<file path="config.mk">
export PLATFORM = sky130hd
export DESIGN_NAME = btb_predictor
export DESIGN_NICKNAME = d
export VERILOG_FILES = /design/src/rtl/btb_pkg.sv /design/src/rtl/btb_predictor_sat_counter2.sv /design/src/rtl/btb_predictor.sv
export SDC_FILE = /design/constraint.sdc
export NUM_CORES = 2
export LEC_CHECK = 0
export CORE_AREA = 5 5 498 500
export DETAILED_ROUTE_END_ITERATION = 8
export DIE_AREA = 0 0 503 505
export GPL_TIMING_DRIVEN = 0
export PLACE_DENSITY = 0.7
export SYNTH_ARGS = -nofsm -noshare
export SYNTH_HDL_FRONTEND = slang
export SYNTH_HIERARCHICAL = 1
export SYNTH_SLANG_ARGS = --single-unit
</file>
<file path="constraint.sdc">
create_clock -name clk -period 18.4 [get_ports clk]
set_clock_uncertainty 0.15 [all_clocks]
set_input_delay 3.68 -clock clk [delete_from_list [all_inputs] [get_ports clk]]
set_output_delay 3.68 -clock clk [all_outputs]
set_load 0.02 [all_outputs]
</file>
<file path="src/rtl/btb_pkg.sv">
// Shared types and constants for the gshare predictor and its target buffer.
package btb_pkg;

  localparam int DEF_INDEX_BITS = 5;
  localparam int DEF_HIST_BITS  = 5;

  // Wide enough for the tag at any INDEX_BITS >= 0
  localparam int TAG_W = 30;

  localparam logic [1:0] SNT = 2'd0;
  localparam logic [1:0] WNT = 2'd1;
  localparam logic [1:0] WT  = 2'd2;
  localparam logic [1:0] ST  = 2'd3;

  typedef struct packed {
    logic             valid;
    logic [TAG_W-1:0] tag;
    logic [31:0]      target;
    logic [1:0]       ctr;
  } btb_entry_t;

  localparam btb_entry_t RST_ENTRY = '{
    valid:  1'b0,
    tag:    '0,
    target: '0,
    ctr:    WNT
  };

endpackage

</file>
<file path="src/rtl/btb_predictor_sat_counter2.sv">
// Two-bit saturating counter next-state function.
module sat_counter2
  import btb_pkg::*;
(
  input  logic [1:0] ctr,
  input  logic       taken,
  output logic [1:0] ctr_next
);

  always_comb begin
    ctr_next = ctr;
    if (taken && ctr != ST)
      ctr_next = ctr + 2'd1;
    else if (!taken && ctr != SNT)
      ctr_next = ctr - 2'd1;
  end

endmodule

</file>
<file path="src/rtl/btb_predictor.sv">
// Gshare direction predictor with a tagged target buffer in IF;
// trained non-speculatively by branches resolved in EX.
module btb_predictor
  import btb_pkg::*;
#(
  parameter int INDEX_BITS = DEF_INDEX_BITS,
  parameter int HIST_BITS  = DEF_HIST_BITS
) (
  input  logic                 clk,
  input  logic                 reset,
  input  logic [31:0]          current_pc,
  output logic                 prediction,
  output logic [31:0]          pre_pc,
  output logic [HIST_BITS-1:0] lookup_bhr,
  input  logic                 update_valid,
  input  logic [31:0]          update_pc,
  input  logic [HIST_BITS-1:0] update_bhr,
  input  logic                 update_taken,
  input  logic [31:0]          update_target
);

  localparam int ENTRIES = 1 << INDEX_BITS;
  localparam int TAG_LSB = INDEX_BITS + 2;

  btb_entry_t           tbl [ENTRIES];
  logic [HIST_BITS-1:0] bhr;

  function automatic logic [INDEX_BITS-1:0] idx_of(
    input logic [31:0]          pc,
    input logic [HIST_BITS-1:0] h
  );
    return pc[INDEX_BITS+1:2] ^ INDEX_BITS'(h);
  endfunction

  function automatic logic [TAG_W-1:0] tag_of(input logic [31:0] pc);
    return TAG_W'(pc >> TAG_LSB);
  endfunction

  logic                  unused_pc_lsb;
  assign unused_pc_lsb = ^{current_pc[1:0], update_pc[1:0]};

  logic [INDEX_BITS-1:0] lk_idx;
  btb_entry_t            lk;
  logic                  lk_hit;

  assign lk_idx     = idx_of(current_pc, bhr);
  assign lk         = tbl[lk_idx];
  assign lk_hit     = lk.valid && lk.tag == tag_of(current_pc);
  assign prediction = lk_hit && lk.ctr[1];
  assign pre_pc     = prediction ? lk.target : current_pc + 32'd4;
  assign lookup_bhr = bhr;

  logic [INDEX_BITS-1:0] up_idx;
  btb_entry_t            up;
  logic                  up_hit;
  logic [1:0]            ctr_nx;
  logic                  wr_en;
  btb_entry_t            wr_entry;

  assign up_idx = idx_of(update_pc, update_bhr);
  assign up     = tbl[up_idx];
  assign up_hit = up.valid && up.tag == tag_of(update_pc);

  sat_counter2 u_ctr (
    .ctr      (up.ctr),
    .taken    (update_taken),
    .ctr_next (ctr_nx)
  );

  always_comb begin
    wr_en    = 1'b0;
    wr_entry = up;
    unique case (1'b1)
      up_hit: begin
        wr_en        = 1'b1;
        wr_entry.ctr = ctr_nx;
        if (update_taken)
          wr_entry.target = update_target;
      end
      (!up_hit && update_taken): begin
        wr_en    = 1'b1;
        wr_entry = '{
          valid:  1'b1,
          tag:    tag_of(update_pc),
          target: update_target,
          ctr:    WT
        };
      end
      default: ;
    endcase
  end

  // Reset wins over a coincident update; whole table clears in one edge
  always_ff @(posedge clk) begin
    if (reset) begin
      bhr <= '0;
      for (int i = 0; i < ENTRIES; i++)
        tbl[i] <= RST_ENTRY;
    end else if (update_valid) begin
      bhr <= {bhr[HIST_BITS-2:0], update_taken};
      if (wr_en)
        tbl[up_idx] <= wr_entry;
    end
  end

endmodule
</file>
==> results of run 1 <==
==> cells in the mapped netlist, types with 21 or more instances <==
cell type and count:
buf_2 298, clkbuf_1 575, edfxtp_1 2080, a32oi_1 117, a22oi_1 150, buf_6 26
nand3_1 171, mux4_2 793, nor2_1 97, nand4_1 119, nor4_1 21, a21oi_1 787
xor2_1 40, mux2i_1 290, buf_4 28, or3b_1 21, o21bai_1 32, xnor2_1 46
nand2_1 710, buf_1 45, a31oi_1 79, o211ai_1 24, o21ai_0 23, nor3_1 1185
==> metrics by stage <==
stage	utilization (%)	TNS [ns]	cell area [um2]	setup slack, ns
2_1_floorplan	-	0	109000	7.50
3_3_place_gp	47.2	-9260.75	114000	-5.44
3_5_place_dp	49.0	0	119000	1.54
4_1_cts	52.2	0	126000	1.55
5_1_grt	52.3	0	127000	1.39
==> per-layer routing <==
layer	track usage [%]
met1	60.6
met2	71.5
met3	32.3
met4	49.8
met5	1.85
==> cells by family after synthesis <==
kind of cell | after synthesis
compound gates | 1327
xor+xnor | 91
fa+ha+maj | 3
buf+inv | 984
flops | 2085
mux | 1097
other cells | 1
simple gates | 2402
==> impl_metrics.yaml, run 1 <==
clock_network:
  cts_made_buffers: 227
  clockRootBuffer: "clkbuf_16"
  cts_max_level: 4
  cts_resized: 0
  cts_buffer_depth: 3
  cts.sinks: 2085
  cts_hold_buf: 0
  post_cts_buffers: 0
logic_synthesis:
  synth_compound_area_share_pct: 7.45
  synthSimpleGateAreaFrac_pct: 10.6
  synth_ff_type: "edfxtp_1"
  synth_cell_types: 84
  synth-adder-area-share_pct: 0.0346
  yosysSeqAreaShare_pct: 57.7
  synth_top_family_by_area: "multiplexers"
  synth_edf_count: 2080
  synthXorXnorAreaFrac_pct: 0.780
  synth_area_leaders: "edfxtp_1 (58%), mux4_2 (16%), nor3_1 (5.5%)"
  synth_top_cell_area_share_pct: 57.6
  syn-cell-area_um2: 108000
  synth_warnings: 6
  netlist_instances: 7990
  ys_seq_elements: 2085
  avgSynthCellArea_um2: 13.6
  synth_mux_area_share_pct: 19.4
  yosys.area.top_type: "edfxtp_1"
  async_reset_ff_share_pct: 0
global_route:
  first_global_vias: 90700
  grt_use_total_pct: 54.4
  grt_overflow: 0
  antenna_found_initial: 129
  grt_first_pass_wirelength_mm: 897
  grt_max_degree: 24
floorplanning:
  die_h_um: 505
  num_rows: 181
  io_pins: 143
  start_util_pct: 44.7
  die_x_um: 503
placed_design:
  post-dp-hpwl_mm: 490
  place.gp.congestion: 1.06
  placed_cells: 11700
  portBuffers: 135
run_status:
  status: "did not finish"
  lastStage: "5_2_route"
  stop_error: "[ERROR DRT-1231] Pin _06036_/S0 does not have access point"
==> run 2, diff against run 1 <==
CORE_AREA = 5 5 608 610   (was 5 5 498 500)
DIE_AREA = 0 0 613 615   (was 0 0 503 505)
PLACE_DENSITY = unset   (was 0.7)
PLACE_DENSITY_LB_ADDON = 0.15   (was unset)
==> run 2 against run 1 <==
  * The flow now finishes, with violations (DRC, capacitance limit, slew limit, setup timing)
  * Synthesized area is the same
  * Global-route usage shrank 17 points
  * Synthesized cell count is the same
==> impl_metrics.yaml, run 2 <==
logic_synthesis:
  synth_top_cell_area_share_pct: 57.6
  synth-adder-area-share_pct: 0.0346
  synth_compound_area_share_pct: 7.45
  syn-cell-area_um2: 108000
  avgSynthCellArea_um2: 13.6
  ys_seq_elements: 2085
  synth_edf_count: 2080
  netlist_instances: 7990
  synth_ff_type: "edfxtp_1"
  yosys.area.top_type: "edfxtp_1"
  async_reset_ff_share_pct: 0
  synth_mux_area_share_pct: 19.4
  yosysMostFrequentCell: "edfxtp_1"
  synth_top_family_by_area: "multiplexers"
  synth_cell_types: 84
  synthSimpleGateAreaFrac_pct: 10.6
  synth_common_cells: "edfxtp_1 (2080), nor3_1 (1185), mux4_2 (793), a21oi_1 (787), nand2_1 (710)"
  yosysSeqAreaShare_pct: 57.7
  synthXorXnorAreaFrac_pct: 0.780
  synth_area_leaders: "edfxtp_1 (58%), mux4_2 (16%), nor3_1 (5.5%)"
  synth_warnings: 6
run_status:
  status: "finished, violations left"
  violations: "DRC, capacitance limit, slew limit, setup timing"
setup_path:
  r2r_end: "tbl[7][46]"
  crit_start: "current_pc[3]"
  r2r-start: "tbl[27][53]"
  crit_fanout: 14
  crit_path_end_kind: "output port"
  required_ns: 14.57
  start_kind: "primary input"
  reg2reg_depth: 16
  arrival_ns: 14.79
  cp-endpoint: "pre_pc[13]"
  rrSetupSlack_ns: 11.33
  worstSetupPathType: "in2out"
clock_network:
  clk_latency_ns: 0.99
  clockRootBuffer: "clkbuf_16"
  post_cts_buffers: 0
  cts_max_level: 4
  cts.sinks: 2085
  cts_made_buffers: 239
  cts_hold_buf: 0
  cts_tree: "built"
  cts_buffer_depth: 4
  cts.reportedPaths.clkPinSlew_ns: 0.06
floorplanning:
  die_x_um: 613
  die_area_um2: 377000
  num_rows: 222
  start_util_pct: 29.8
  die_h_um: 615
  core_area_um2: 364000
  io_pins: 143
detailed_routing:
  met3_length_mm: 108
  totalWireLength_mm: 724
  drc_errors: 14
  antenna_left: 0
  route.met2.wl_mm: 298
  wl_per_cell_um: 52.4
  drt-initial-drc-count: 21300
  dr_total_vias: 97000
  firstDrtPassIters: 9
  viasPerCell: 7.02
  met1_length_mm: 243
  top_layer_used: "met5"
worst_hold_path:
  hp-class: "reg2reg"
timing:
  fin_hold_ws_ns: 0.480
  max_freq_mhz: 53.7
  hold_viol_final: 0
  tightest_slew_ns: 1.83
  period_needed_ns: 18.62
  maxSlewHeadroom_pct: -22.1
  setup_ws_ns: -0.223
  setup-violations-final: 6
  finalCritPeriodShare_pct: 101
  rsz0062_at_grt: "no"
  slew_viol_final: 717
  tns_ns: -0.939
global_route:
  grt_use_total_pct: 37.0
  grt_overflow: 0
  antenna_found_initial: 106
  first_global_vias: 87800
  grt_first_pass_wirelength_mm: 912
  grt_max_degree: 24
power_and_ir_drop:
  ir_drop_uv: 101
  power.total_mw: 13.4
  p_leak_nw: 41.7
  powerDensity_nw_per_um2: 104
job:
  drv_cap: 75
placed_design:
  place.gp.congestion: 1.03
  dp_slack_ns: 0.497
  portBuffers: 135
  placed_cells: 13300
  post-dp-hpwl_mm: 510
final_layout:
  drive_gt1_share_pct: 21.3
  layout.nets: 8806
  final_cell_mix: "edfxtp_1 (2080), nor3_1 (1185), mux4_2 (793), a21oi_1 (787), nand2_1 (708)"
  regMostFlops: "tbl"
  layout_commonest_cell: "edfxtp_1"
  nFillCells: 35500
  area_growth_pct: 18.6
  stdcell_count: 13800
  largest_register_ffs: 2080
==> run 2: worst min path at each step <==
stage / from / end / slack (ns) / cells after the start
floorplan: lookup_bhr[4] / lookup_bhr[4] / 0.48 / 2
CTS: lookup_bhr[3] / lookup_bhr[3] / 0.49 / 2
finish: lookup_bhr[3] / lookup_bhr[3] / 0.48 / 2
global route: lookup_bhr[3] / lookup_bhr[3] / 0.53 / 2
global placement: lookup_bhr[2] / lookup_bhr[2] / 0.43 / 2
detailed placement: lookup_bhr[3] / lookup_bhr[3] / 0.47 / 2
==> run 2: layout make-up <==
type	instances	area (um2)	area share (%)
inverters	5	18.8	0.0146
flip-flops and latches	2085	62600	48.6
repair buffers	308	5030	3.91
clock inverters	134	1290	1.00
diodes	111	278	0.216
well taps	4816	6030	4.68
plain buffers	979	4630	3.60
clock buffers	297	6260	4.87
multi-input cells	5080	42600	33.1
==> run 2: per-layer routing <==
layer / global-route usage, % / up-vias
met3: 15.6 / 3121
met4: 29.1 / 40
met1: 44.2 / 49800
met5: 0.754 / -
met2: 52.1 / 10600
li1: - / 33400
==> run 2: power breakdown <==
part           internal, mW  leakage [nW]  total, mW  switching [mW]
combinational         0.808          17.2       2.88            2.07
sequential             5.45          20.8       5.58           0.134
clock                  2.73          3.71       4.94            2.21
==> run 2: timing repair <==
item                                   4_1_cts  5_1_grt
gates resized for setup                      0        1
endpoints found under the hold margin        0        0
setup endpoints to repair                    0        1
==> run 2: cells by family (layout without fill, tap and decap cells) <==
group                      count (synthesis)  count (layout)
and+or+nand+nor                         2402            2402
muxes                                   1097            1097
other                                      1             271
xor gates and xnor gates                  91              91
AOI/OAI and AO/OA                       1327            1327
adders and majority gates                  3               3
buffers and inverters                    984            1723
DFF                                     2085            2085
==> run 2: per-stage QoR <==
stage	cell area (um2)	util (%)
2_1_floorplan	109000	-
5_1_grt	128000	35.3
4_1_cts	128000	35.2
6_report	129000	35.4
3_5_place_dp	121000	33.2
3_3_place_gp	116000	32.0
==> run 2: worst max-delay path: stages <==
cell	delay, ns
clkdlybuf4s50_1	0.64
xor2_1	1.04
buf_2	0.72
buf_2	0.94
buf_2	0.89
buf_2	0.90
mux2i_1	0.17
a221oi_1	1.07
xnor2_1	0.53
o2111ai_1	0.40
nor4_1	1.03
nand4_4	0.86
buf_4	0.47
mux2i_1	0.56
clkdlybuf4s50_1	0.74
(Power assumes the default switching activity.)
